File: src/rtl/iq_mod_core_pkg.sv
// Shared definitions for the BPSK/QPSK modulator: mode codes, FSM states and
// the carrier LUT peak helper.
package iq_mod_core_pkg;

   localparam logic MODE_BPSK = 1'b0;
   localparam logic MODE_QPSK = 1'b1;

   typedef enum logic {
      ST_IDLE = 1'b0,
      ST_RUN  = 1'b1
   } state_t;

   // Symmetric carrier peak: the most-negative code is never produced.
   function automatic int lut_peak(input int car_w);
      return (1 << (car_w - 1)) - 1;
   endfunction

endpackage

File: src/rtl/iq_mod_core_nco_sincos.sv
// Phase-accumulator NCO with a quarter-wave sine table; cos/sin come out one
// clock after the phase that produced them.
module nco_sincos
   import iq_mod_core_pkg::*;
#(
   parameter int PHASE_W = 24,
   parameter int LUT_AW  = 8,
   parameter int CAR_W   = 8
)(
   input  logic                      clk,
   input  logic                      rst,
   input  logic                      en,
   input  logic [PHASE_W-1:0]        fcw,
   output logic signed [CAR_W-1:0]   sin_q,
   output logic signed [CAR_W-1:0]   cos_q
);

   localparam int N    = 1 << LUT_AW;
   localparam int PEAK = lut_peak(CAR_W);

   // Taylor series keeps the table independent of tool support for $sin.
   function automatic logic [CAR_W-1:0] quarter_sine(input int idx);
      real x;
      real term;
      real acc;
      x    = 1.5707963267948966 * real'(idx) / real'(N);
      term = x;
      acc  = x;
      for (int k = 1; k < 12; k++) begin
         term = -term * x * x / real'((2 * k) * (2 * k + 1));
         acc  = acc + term;
      end
      return CAR_W'($rtoi(acc * real'(PEAK) + 0.5));
   endfunction

   logic [CAR_W-1:0] lut [0:N];

   genvar gi;
   generate
      for (gi = 0; gi <= N; gi++) begin : g_lut
         localparam logic [CAR_W-1:0] ENTRY = quarter_sine(gi);
         assign lut[gi] = ENTRY;
      end
   endgenerate

   logic [PHASE_W-1:0]      phase_q, phase_d;
   logic [1:0]              quad;
   logic [LUT_AW:0]         addr_fwd, addr_mir;
   logic signed [CAR_W-1:0] fwd, mir, sin_d, cos_d;

   always_comb begin
      phase_d  = en ? phase_q + fcw : phase_q;
      quad     = phase_q[PHASE_W-1 -: 2];
      addr_fwd = {1'b0, phase_q[PHASE_W-3 -: LUT_AW]};
      addr_mir = (LUT_AW + 1)'(N) - addr_fwd;
      fwd      = signed'(lut[addr_fwd]);
      mir      = signed'(lut[addr_mir]);
      sin_d    = fwd;
      cos_d    = mir;
      // Entry N holds the peak so quadrant boundaries land exactly on 0/+-peak.
      case (quad)
         2'd0: begin sin_d = fwd;  cos_d = mir;  end
         2'd1: begin sin_d = mir;  cos_d = -fwd; end
         2'd2: begin sin_d = -fwd; cos_d = -mir; end
         default: begin sin_d = -mir; cos_d = fwd; end
      endcase
   end

   always_ff @(posedge clk or posedge rst) begin
      if (rst) begin
         phase_q <= '0;
         sin_q   <= '0;
         cos_q   <= '0;
      end else begin
         phase_q <= phase_d;
         sin_q   <= sin_d;
         cos_q   <= cos_d;
      end
   end

endmodule

File: src/rtl/iq_mod_core.sv
// BPSK/QPSK modulator: stream words in, bipolar I/Q symbols held SPS samples,
// mixed with the NCO as I*cos + Q*sin through a 3-stage pipeline.
module iq_mod_core
   import iq_mod_core_pkg::*;
#(
   parameter int DATA_W  = 8,
   parameter int SPS     = 100,
   parameter int AMP_W   = 8,
   parameter int AMP     = 64,
   parameter int CAR_W   = 8,
   parameter int PHASE_W = 24,
   parameter int LUT_AW  = 8
)(
   input  logic                          clk,
   input  logic                          rst,
   input  logic                          en,
   input  logic                          mode,
   input  logic [PHASE_W-1:0]            fcw,
   input  logic [DATA_W-1:0]             s_tdata,
   input  logic                          s_tvalid,
   output logic                          s_tready,
   output logic signed [AMP_W+CAR_W:0]   m_tdata,
   output logic                          m_tvalid,
   output logic                          underrun,
   input  logic                          clr_underrun
);

   localparam int CNT_W  = $clog2(SPS);
   localparam int BIT_W  = $clog2(DATA_W);
   localparam int PROD_W = AMP_W + CAR_W;
   localparam int OUT_W  = PROD_W + 1;
   localparam logic signed [AMP_W-1:0] SYM_POS = AMP_W'(AMP);
   localparam logic signed [AMP_W-1:0] SYM_NEG = -SYM_POS;

   state_t              state_q, state_d;
   logic [DATA_W-1:0]   word_q, word_d;
   logic                mode_q, mode_d;
   logic [BIT_W-1:0]    bit_q, bit_d;
   logic [CNT_W-1:0]    samp_q, samp_d;
   logic                started_q, started_d;
   logic                underrun_q, underrun_d;
   logic                ready, hs, last_sample, last_sym, underrun_set;

   logic signed [AMP_W-1:0]  sym_i_q, sym_i_d, sym_q_q, sym_q_d;
   logic signed [PROD_W-1:0] prod_i_q, prod_i_d, prod_q_q, prod_q_d;
   logic signed [OUT_W-1:0]  m_tdata_q, m_tdata_d;
   logic                     v1_q, v1_d, v2_q, v2_d, m_tvalid_q, m_tvalid_d;
   logic signed [CAR_W-1:0]  nco_sin, nco_cos;

   nco_sincos #(
      .PHASE_W (PHASE_W),
      .LUT_AW  (LUT_AW),
      .CAR_W   (CAR_W)
   ) u_nco (
      .clk   (clk),
      .rst   (rst),
      .en    (en),
      .fcw   (fcw),
      .sin_q (nco_sin),
      .cos_q (nco_cos)
   );

   always_comb begin
      state_d      = state_q;
      word_d       = word_q;
      mode_d       = mode_q;
      bit_d        = bit_q;
      samp_d       = samp_q;
      started_d    = started_q;
      sym_i_d      = '0;
      sym_q_d      = '0;
      underrun_set = 1'b0;

      last_sample = (samp_q == CNT_W'(SPS - 1));
      last_sym    = (mode_q == MODE_QPSK) ? (bit_q == BIT_W'(DATA_W - 2))
                                          : (bit_q == BIT_W'(DATA_W - 1));
      ready = (state_q == ST_IDLE) | (en & (state_q == ST_RUN) & last_sample & last_sym);
      hs    = s_tvalid & ready;

      case (state_q)
         ST_IDLE: begin
            // Zero symbols before the first word ever accepted are startup, not underrun.
            if (en && started_q) underrun_set = 1'b1;
         end
         default: begin
            if (en) begin
               sym_i_d = word_q[DATA_W-1] ? SYM_POS : SYM_NEG;
               if (mode_q == MODE_QPSK) sym_q_d = word_q[DATA_W-2] ? SYM_POS : SYM_NEG;
               if (last_sample) begin
                  samp_d = '0;
                  if (last_sym) begin
                     state_d = ST_IDLE;
                  end else if (mode_q == MODE_BPSK) begin
                     bit_d  = bit_q + BIT_W'(1);
                     word_d = word_q << 1;
                  end else begin
                     bit_d  = bit_q + BIT_W'(2);
                     word_d = word_q << 2;
                  end
               end else begin
                  samp_d = samp_q + CNT_W'(1);
               end
            end
         end
      endcase

      if (hs) begin
         state_d   = ST_RUN;
         word_d    = s_tdata;
         mode_d    = mode;
         bit_d     = '0;
         samp_d    = '0;
         started_d = 1'b1;
      end

      underrun_d = clr_underrun ? 1'b0 : (underrun_set | underrun_q);
   end

   always_comb begin
      v1_d       = en;
      v2_d       = v1_q;
      prod_i_d   = PROD_W'(sym_i_q) * PROD_W'(nco_cos);
      prod_q_d   = PROD_W'(sym_q_q) * PROD_W'(nco_sin);
      m_tvalid_d = v2_q;
      m_tdata_d  = v2_q ? (OUT_W'(prod_i_q) + OUT_W'(prod_q_q)) : m_tdata_q;
   end

   always_ff @(posedge clk or posedge rst) begin
      if (rst) begin
         state_q    <= ST_IDLE;
         word_q     <= '0;
         mode_q     <= MODE_BPSK;
         bit_q      <= '0;
         samp_q     <= '0;
         started_q  <= 1'b0;
         underrun_q <= 1'b0;
         sym_i_q    <= '0;
         sym_q_q    <= '0;
         v1_q       <= 1'b0;
         prod_i_q   <= '0;
         prod_q_q   <= '0;
         v2_q       <= 1'b0;
         m_tdata_q  <= '0;
         m_tvalid_q <= 1'b0;
      end else begin
         state_q    <= state_d;
         word_q     <= word_d;
         mode_q     <= mode_d;
         bit_q      <= bit_d;
         samp_q     <= samp_d;
         started_q  <= started_d;
         underrun_q <= underrun_d;
         sym_i_q    <= sym_i_d;
         sym_q_q    <= sym_q_d;
         v1_q       <= v1_d;
         prod_i_q   <= prod_i_d;
         prod_q_q   <= prod_q_d;
         v2_q       <= v2_d;
         m_tdata_q  <= m_tdata_d;
         m_tvalid_q <= m_tvalid_d;
      end
   end

   assign s_tready = ready & ~rst;
   assign m_tdata  = m_tdata_q;
   assign m_tvalid = m_tvalid_q;
   assign underrun = underrun_q;

endmodule

File: config.mk
export PLATFORM = sky130hd
export DESIGN_NAME = iq_mod_core
export DESIGN_NICKNAME = d
export VERILOG_FILES = /design/src/rtl/iq_mod_core_pkg.sv /design/src/rtl/iq_mod_core_nco_sincos.sv /design/src/rtl/iq_mod_core.sv
export SDC_FILE = /design/constraint.sdc
export NUM_CORES = 1
export LEC_CHECK = 0
export CORE_ASPECT_RATIO = 0.75
export CORE_UTILIZATION = 45
export DETAILED_ROUTE_END_ITERATION = 8
export PLACE_DENSITY = 0.67
export SYNTH_ARGS = -nofsm -noshare
export SYNTH_HDL_FRONTEND = slang
export SYNTH_SLANG_ARGS = --single-unit
File: constraint.sdc
create_clock -name clk -period 9.5 [get_ports clk]
set_clock_uncertainty 0.1 [all_clocks]
set_input_delay 0.95 -clock clk [delete_from_list [all_inputs] [get_ports clk]]
set_output_delay 0.95 -clock clk [all_outputs]
set_load 0.03 [all_outputs]
==> results.md, run 1 <==
* Final setup TNS at 0 ns
* Synthesized area at 11,200 um2
* Clk buf depth at 2
* # nets final at about 1,500
* CTS tree: done
* Outcome: completed
* Fill count at roughly 2,300
* RePlAce Congestion at 0.935
* Worst Setup End Kind: flip-flop
* Max cap viols at 0
* Port Buffer Count at 51
* YS warnings at 0
* Post-DP Area at 11,800 um2
* Gr usage total at a little under a quarter
* Slew Viols, Final at 0
* 1st-iter DRT viols at 1,129
* DP Wirelength at 20,900 um
* Netlist cell types at 93
* Largest net degree at the start of global routing at between 60 and 70
* Final setup viols at 0
* Post-cts gate resize count at 0
* CP arrival at 5.42 ns
* Clk pin slew, worst setup/hold paths at about 0.080 ns
* Wire per inst at 17.4 um
* Clock Sinks at 100
* RSZ-0062 raised after global routing: false
* Remaining DRCs at 0
* Row cnt at 49
* Worst EP required at around 9.7 ns
* Overflow after GRT at 0
* Synth Area per Inst at between 8 and 9 um2
* Drt total wl at 28,800 um
* Core area at 24,200 um2
* Post-synthesis register bit count at 100
* Later-pin clock latency in the skew report at 0.36 ns
* Postcts setup bufs at 0
* Initial Utilization at 46.2%
* Async set-reset flop share out of synthesis at 100%
* Worst-Margin Slew at 1.01 ns
* Post-route clock period utilization at 55.4%
* Worst min-delay path class: flip-flop to flip-flop
* Vias per Instance at 5.93
* Antenna diodes at 0
* CTS Hold Bufs at 0
* Die height at approximately 140 um
* EDFF count, synth at 0
* Predominant post-synthesis flop cell: dfrtp_1
* Die ar. at around 25,000 um2
* Global-route wire length before repair at 47,900 um
* Fin. Hold Viols at 0
* CTS H-tree lvls at 3
* Minimum clock period at ~5.3 ns
* Post-route ant nets at 0
* WS Path Type: flip-flop to flip-flop
* Initial antenna violation count at 0
* Rel. slew slack at 32.2%
* Clk root buf: clkbuf_16
* Layout cell share with drive strength beyond 1 at 6.93%
* Die X at roughly 180 um
* Seq/Total Area, Yosys at between 20 and 25%
* 1st-pass router iterations at 5
* Area Growth Syn to Fin at 8.68%
* Cell count after synthesis at 1,332
* Fmax at 190 MHz
* Top Ports at 58
* Total CTS buffers at 9
* DR vias at 9,831
* Startpoint types: flip-flop
* Vias in the first global route at slightly above 9,000
* Final std cell area, no fill at 12,100 um2
* CP max FO at 47
-- layer usage --
metal	vias up	wire length (um)	track usage [%]
met3	33	2030	3.45
met2	383	12400	34.7
met1	4698	14000	35.0
li1	4717	-	-
met4	0	330	4.47
met5	-	0	0
-- state kept, by name, summed over array words and instances, names as in the netlist, 3 cells and up --
name / count
u_nco.phase_q: 24
word_q: 8
m_tdata: 11
u_nco.cos_q: 8
prod_i_q: 10
samp_q: 7
bit_q: 3
prod_q_q: 10
u_nco.sin_q: 8
-- synth_stat cells, types with 16 or more instances --
| cell type | count | share of area (%) |
|---|---|---|
| nand2_1 | 100 | 3.4 |
| and2_1 | 19 | 1.1 |
| mux2i_1 | 21 | 1.9 |
| a21o_1 | 23 | 1.5 |
| a21oi_1 | 96 | 4.3 |
| inv_1 | 119 | 4.0 |
| nor3_1 | 30 | 1.3 |
| nand3_1 | 26 | 1.2 |
| clkbuf_1 | 63 | 2.1 |
| xor2_1 | 22 | 1.7 |
| nand2b_1 | 22 | 1.2 |
| ha_1 | 91 | 10 |
| o211ai_1 | 16 | 1.1 |
| a211oi_1 | 23 | 1.5 |
| fa_1 | 44 | 7.9 |
| mux2_2 | 23 | 2.3 |
| nor2_1 | 86 | 2.9 |
| xnor2_1 | 50 | 3.9 |
| o21ai_0 | 78 | 3.5 |
| dfrtp_1 | 100 | 22 |
-- layout by cell type (no fill, tap or decap), types with 7 or more instances in the layout --
cell type | netlist | layout
dfrtp_1 | 100 | 99
xor2_1 | 22 | 22
nor3_1 | 30 | 30
ha_1 | 91 | 91
xnor2_1 | 50 | 49
and2_1 | 19 | 19
nor2_1 | 86 | 86
a211o_1 | 8 | 8
mux2i_1 | 21 | 21
or2_2 | 7 | 7
o22ai_1 | 14 | 14
fa_1 | 44 | 44
clkdlybuf4s50_1 | 0 | 51
a21o_1 | 23 | 23
a311oi_1 | 11 | 11
buf_4 | 6 | 14
mux2_2 | 23 | 23
a31oi_1 | 13 | 13
nand2_1 | 100 | 100
o21bai_1 | 11 | 11
clkbuf_16 | 0 | 9
o2111ai_1 | 7 | 7
a21oi_1 | 96 | 96
o21a_1 | 8 | 8
inv_1 | 119 | 118
o31ai_1 | 7 | 7
a2111oi_0 | 7 | 7
nand3_1 | 26 | 26
and3_1 | 9 | 9
o21ai_0 | 78 | 78
nor2b_1 | 13 | 13
nand2b_1 | 22 | 22
a221oi_1 | 7 | 7
o211ai_1 | 16 | 16
a211oi_1 | 23 | 23
nor4_1 | 8 | 8
-- critical path: stages (launching register included) --
cell and delay, ns:
dfrtp_1 0.38, inv_1 0.20, ha_1 0.70, inv_1 0.29, ha_1 0.37, buf_4 0.40
inv_1 0.35, a21oi_1 0.21, mux2i_1 0.09, a211oi_1 0.24, a311oi_1 0.08, nor4_1 0.50
and2_1 0.26, ha_1 0.29, nand3_2 0.14, mux2_4 0.33, o211a_1 0.20
-- stage by stage --
stage                     utilization (%)  setup slack [ns]  hold slack [ns]  instances
after global placement               49.0              4.50            0.233       1642
after CTS                            50.2              4.40            0.254       1658
after global routing                 50.2              3.96            0.268       1658
after floorplan                         -              4.91            0.231       1337
after detailed placement             49.0              4.41            0.236       1642
final                                50.2              4.23            0.251       1658
-- cell families (layout without fill, tap and decap cells) --
kind of cell / Yosys count / after routing / share of synthesized area, %
xor+xnor: 74 / 74 / 6.14
compound gates: 397 / 397 / 24.1
other cells: 1 / 6 / 0.0336
fa+ha+maj: 135 / 135 / 18.1
flops: 100 / 100 / 22.4
simple gates: 360 / 360 / 16.2
mux: 50 / 50 / 5.34
buf+inv: 215 / 205 / 7.76
-- worst paths after layout --
path | startpoint | end | slack, ns | cells past startpoint
setup / recovery | u_nco.phase_q[14] | u_nco.cos_q[6] | 4.23 | 16
hold / removal | v1_q | m_tvalid_d | 0.25 | 0
setup reg to reg | u_nco.phase_q[14] | u_nco.cos_q[6] | 4.23 | 16
hold reg to reg | v1_q | m_tvalid_d | 0.25 | 0
max in group asynchronous | rst | u_nco.phase_q[17] | 7.16 | 3
min in group asynchronous | rst | m_tvalid | 0.84 | 2
-- layout make-up --
cell class	count	area [um2]	share of cell area (%)
clock buffer	10	229	1.89
multi-input combinational	1022	7830	64.5
inverter	124	468	3.86
sequential	100	2500	20.6
clock inverter	6	82.6	0.680
timing repair buffer	65	616	5.07
tap	331	414	3.41
Power of run 1 is left out: the tool's default activity adds up to more than one toggle a clock period on the data nets, which glitch-free logic cannot reach.
==> inputs of run 2 (changes only) <==
==> constraint.sdc (replaced) <==
create_clock -name clk -period 5.5 [get_ports clk]
set_clock_uncertainty 0.1 [all_clocks]
set_input_delay 0.55 -clock clk [delete_from_list [all_inputs] [get_ports clk]]
set_output_delay 0.55 -clock clk [all_outputs]
set_load 0.03 [all_outputs]
==> results.md, run 2 (synthesized netlist as in run 1, its figures left out) <==
* Later-pin clock latency in the skew report at about 0.36 ns
* Final std cell area, no fill at roughly 12,000 um2
* Area Growth Syn to Fin at 9.41%
* Initial Utilization at between 40% and 50%
* CTS Hold Bufs at 0
* Sequential Area at 2500 um2
* RePlAce Congestion at 0.979
* Startpoint types: flip-flop
* Worst Setup End Kind: flip-flop
* Global-route wire length before repair at approximately 48,000 um
* Reg2Reg Setup Slack at about 0.67 ns
* Largest net degree at the start of global routing at 56
* Post-cts gate resize count at 0
* Worst min-delay path class: flip-flop to flip-flop
* Vias per Instance at 5.90
* # nets final at 1,503
* Worst R2R Path Depth at 17
* Core Util, Final at 50.6%
* Port Buffer Count at 51
* Final setup viols at 0
* WS Path Type: flip-flop to flip-flop
* Final setup TNS at 0 ns
* 1st-pass router iterations at 5
* Hold path depth at 0
* Fmax at 207 MHz
* Overflow after GRT at 0
* CP arrival at 4.97 ns
* HP Start: v1_q
* Core area at approximately 24,000 um2
* DR vias at 9,837
* Wire per inst at between 15 and 20 um
* Remaining DRCs at 0
* Drt total wl at about 29,000 um
* CTS tree: done
* CTS H-tree lvls at 3
* Die height at 138 um
* Layout cell share with drive strength beyond 1 at 7.57%
* Antenna diodes at 0
* Fill count at approximately 2,300
* Max cap viols at 0
* Reg-to-Reg Start: u_nco.phase_q[15]
* R2r endpoint: u_nco.cos_q[6]
* Clock Sinks at 100
* DP Wirelength at ~21,000 um
* Clk root buf: clkbuf_16
* Largest register by flop count: u_nco.phase_q
* Most frequent cells in the layout: inv_1, nand2_1, dfrtp_1, a21oi_1, ha_1
* Minimum clock period at around 4.8 ns
* Slew Viols, Final at 0
* RSZ-0062 raised after global routing: false
* Die X at 184 um
* Hold EP: m_tvalid_d
* 1st-iter DRT viols at 1,086
* Worst-Margin Slew at between 1 and 1.5 ns
* CP max FO at 23
* Worst EP required at 5.64 ns
* Rel. slew slack at 31.4%
* Post-route clock period utilization at 87.8%
* Max FFs per register at 24
* Total CTS buffers at 9
* Top Ports at 58
* Setup WS pre-CTS at 0.874 ns
* Vias in the first global route at between 9,000 and 10,000
* Die ar. at approximately 25,000 um2
* Gr usage total at 23.1%
* Outcome: completed
* Post-DP Area at 11,900 um2
* Fin. Hold Viols at 0
* Multi-input gate area at between 7000 and 8000 um2
* Post-route ant nets at 0
* Initial antenna violation count at 0
* Slack of the critical path at 0.670 ns
* Most common cell after layout, fill and taps aside: inv_1
* Postcts setup bufs at 0
* Row cnt at slightly below 50
* Clk buf depth at 2
* Clk pin slew, worst setup/hold paths at 0.09 ns
[run 2: through the flow]
stage | instances | hold WS, ns
final | 1666 | 0.261
after detailed placement | 1650 | 0.243
after global routing | 1666 | 0.273
after floorplan | 1337 | 0.231
after CTS | 1666 | 0.261
after global placement | 1650 | 0.233
[run 2: cell type report]
type,instances,share of cell area (%)
multi-input cells,1022,64.0
flip-flops and latches,100,20.5
repair buffers,73,5.53
inverters,124,3.83
well taps,331,3.39
clock buffers,9,1.84
clock inverters,7,0.881
[run 2: worst max path at each step]
stage,startpoint,to,slack (ns),depth (start not counted)
detailed placement,u_nco.phase_q[15],u_nco.cos_q[6],0.87,17
floorplan,u_nco.phase_q[15],u_nco.sin_q[1],0.98,18
finish,u_nco.phase_q[15],u_nco.cos_q[6],0.67,17
global route,u_nco.phase_q[15],u_nco.sin_q[6],0.45,17
CTS,u_nco.phase_q[15],u_nco.cos_q[6],0.83,17
global placement,u_nco.phase_q[15],u_nco.sin_q[1],1.06,14
[run 2: critical path, cell delays in order, from the launching register on]
cell and delay (ns):
dfrtp_1 0.49, inv_1 0.22, ha_1 0.39, inv_1 0.20, ha_1 0.60, buf_4 0.34
mux2i_1 0.31, nand2_1 0.10, a211oi_1 0.24, nor4_1 0.11, o22ai_1 0.17, and4_1 0.29
nand2_1 0.09, inv_1 0.08, ha_1 0.29, nand3_2 0.15, mux2_4 0.33, o211a_1 0.20
[run 2: layer usage]
layer | share of wire (%) | GRT usage [%] | vias to the layer above | wire [um]
met5 | 0 | 0 | - | 0
met3 | 8.4 | 4.98 | 38 | 2400
met4 | 1.3 | 5.09 | 0 | 360
li1 | - | - | 4741 | -
met1 | 49 | 34.9 | 4643 | 14000
met2 | 42 | 33.4 | 415 | 12000
Power of run 2 is left out for the same reason.
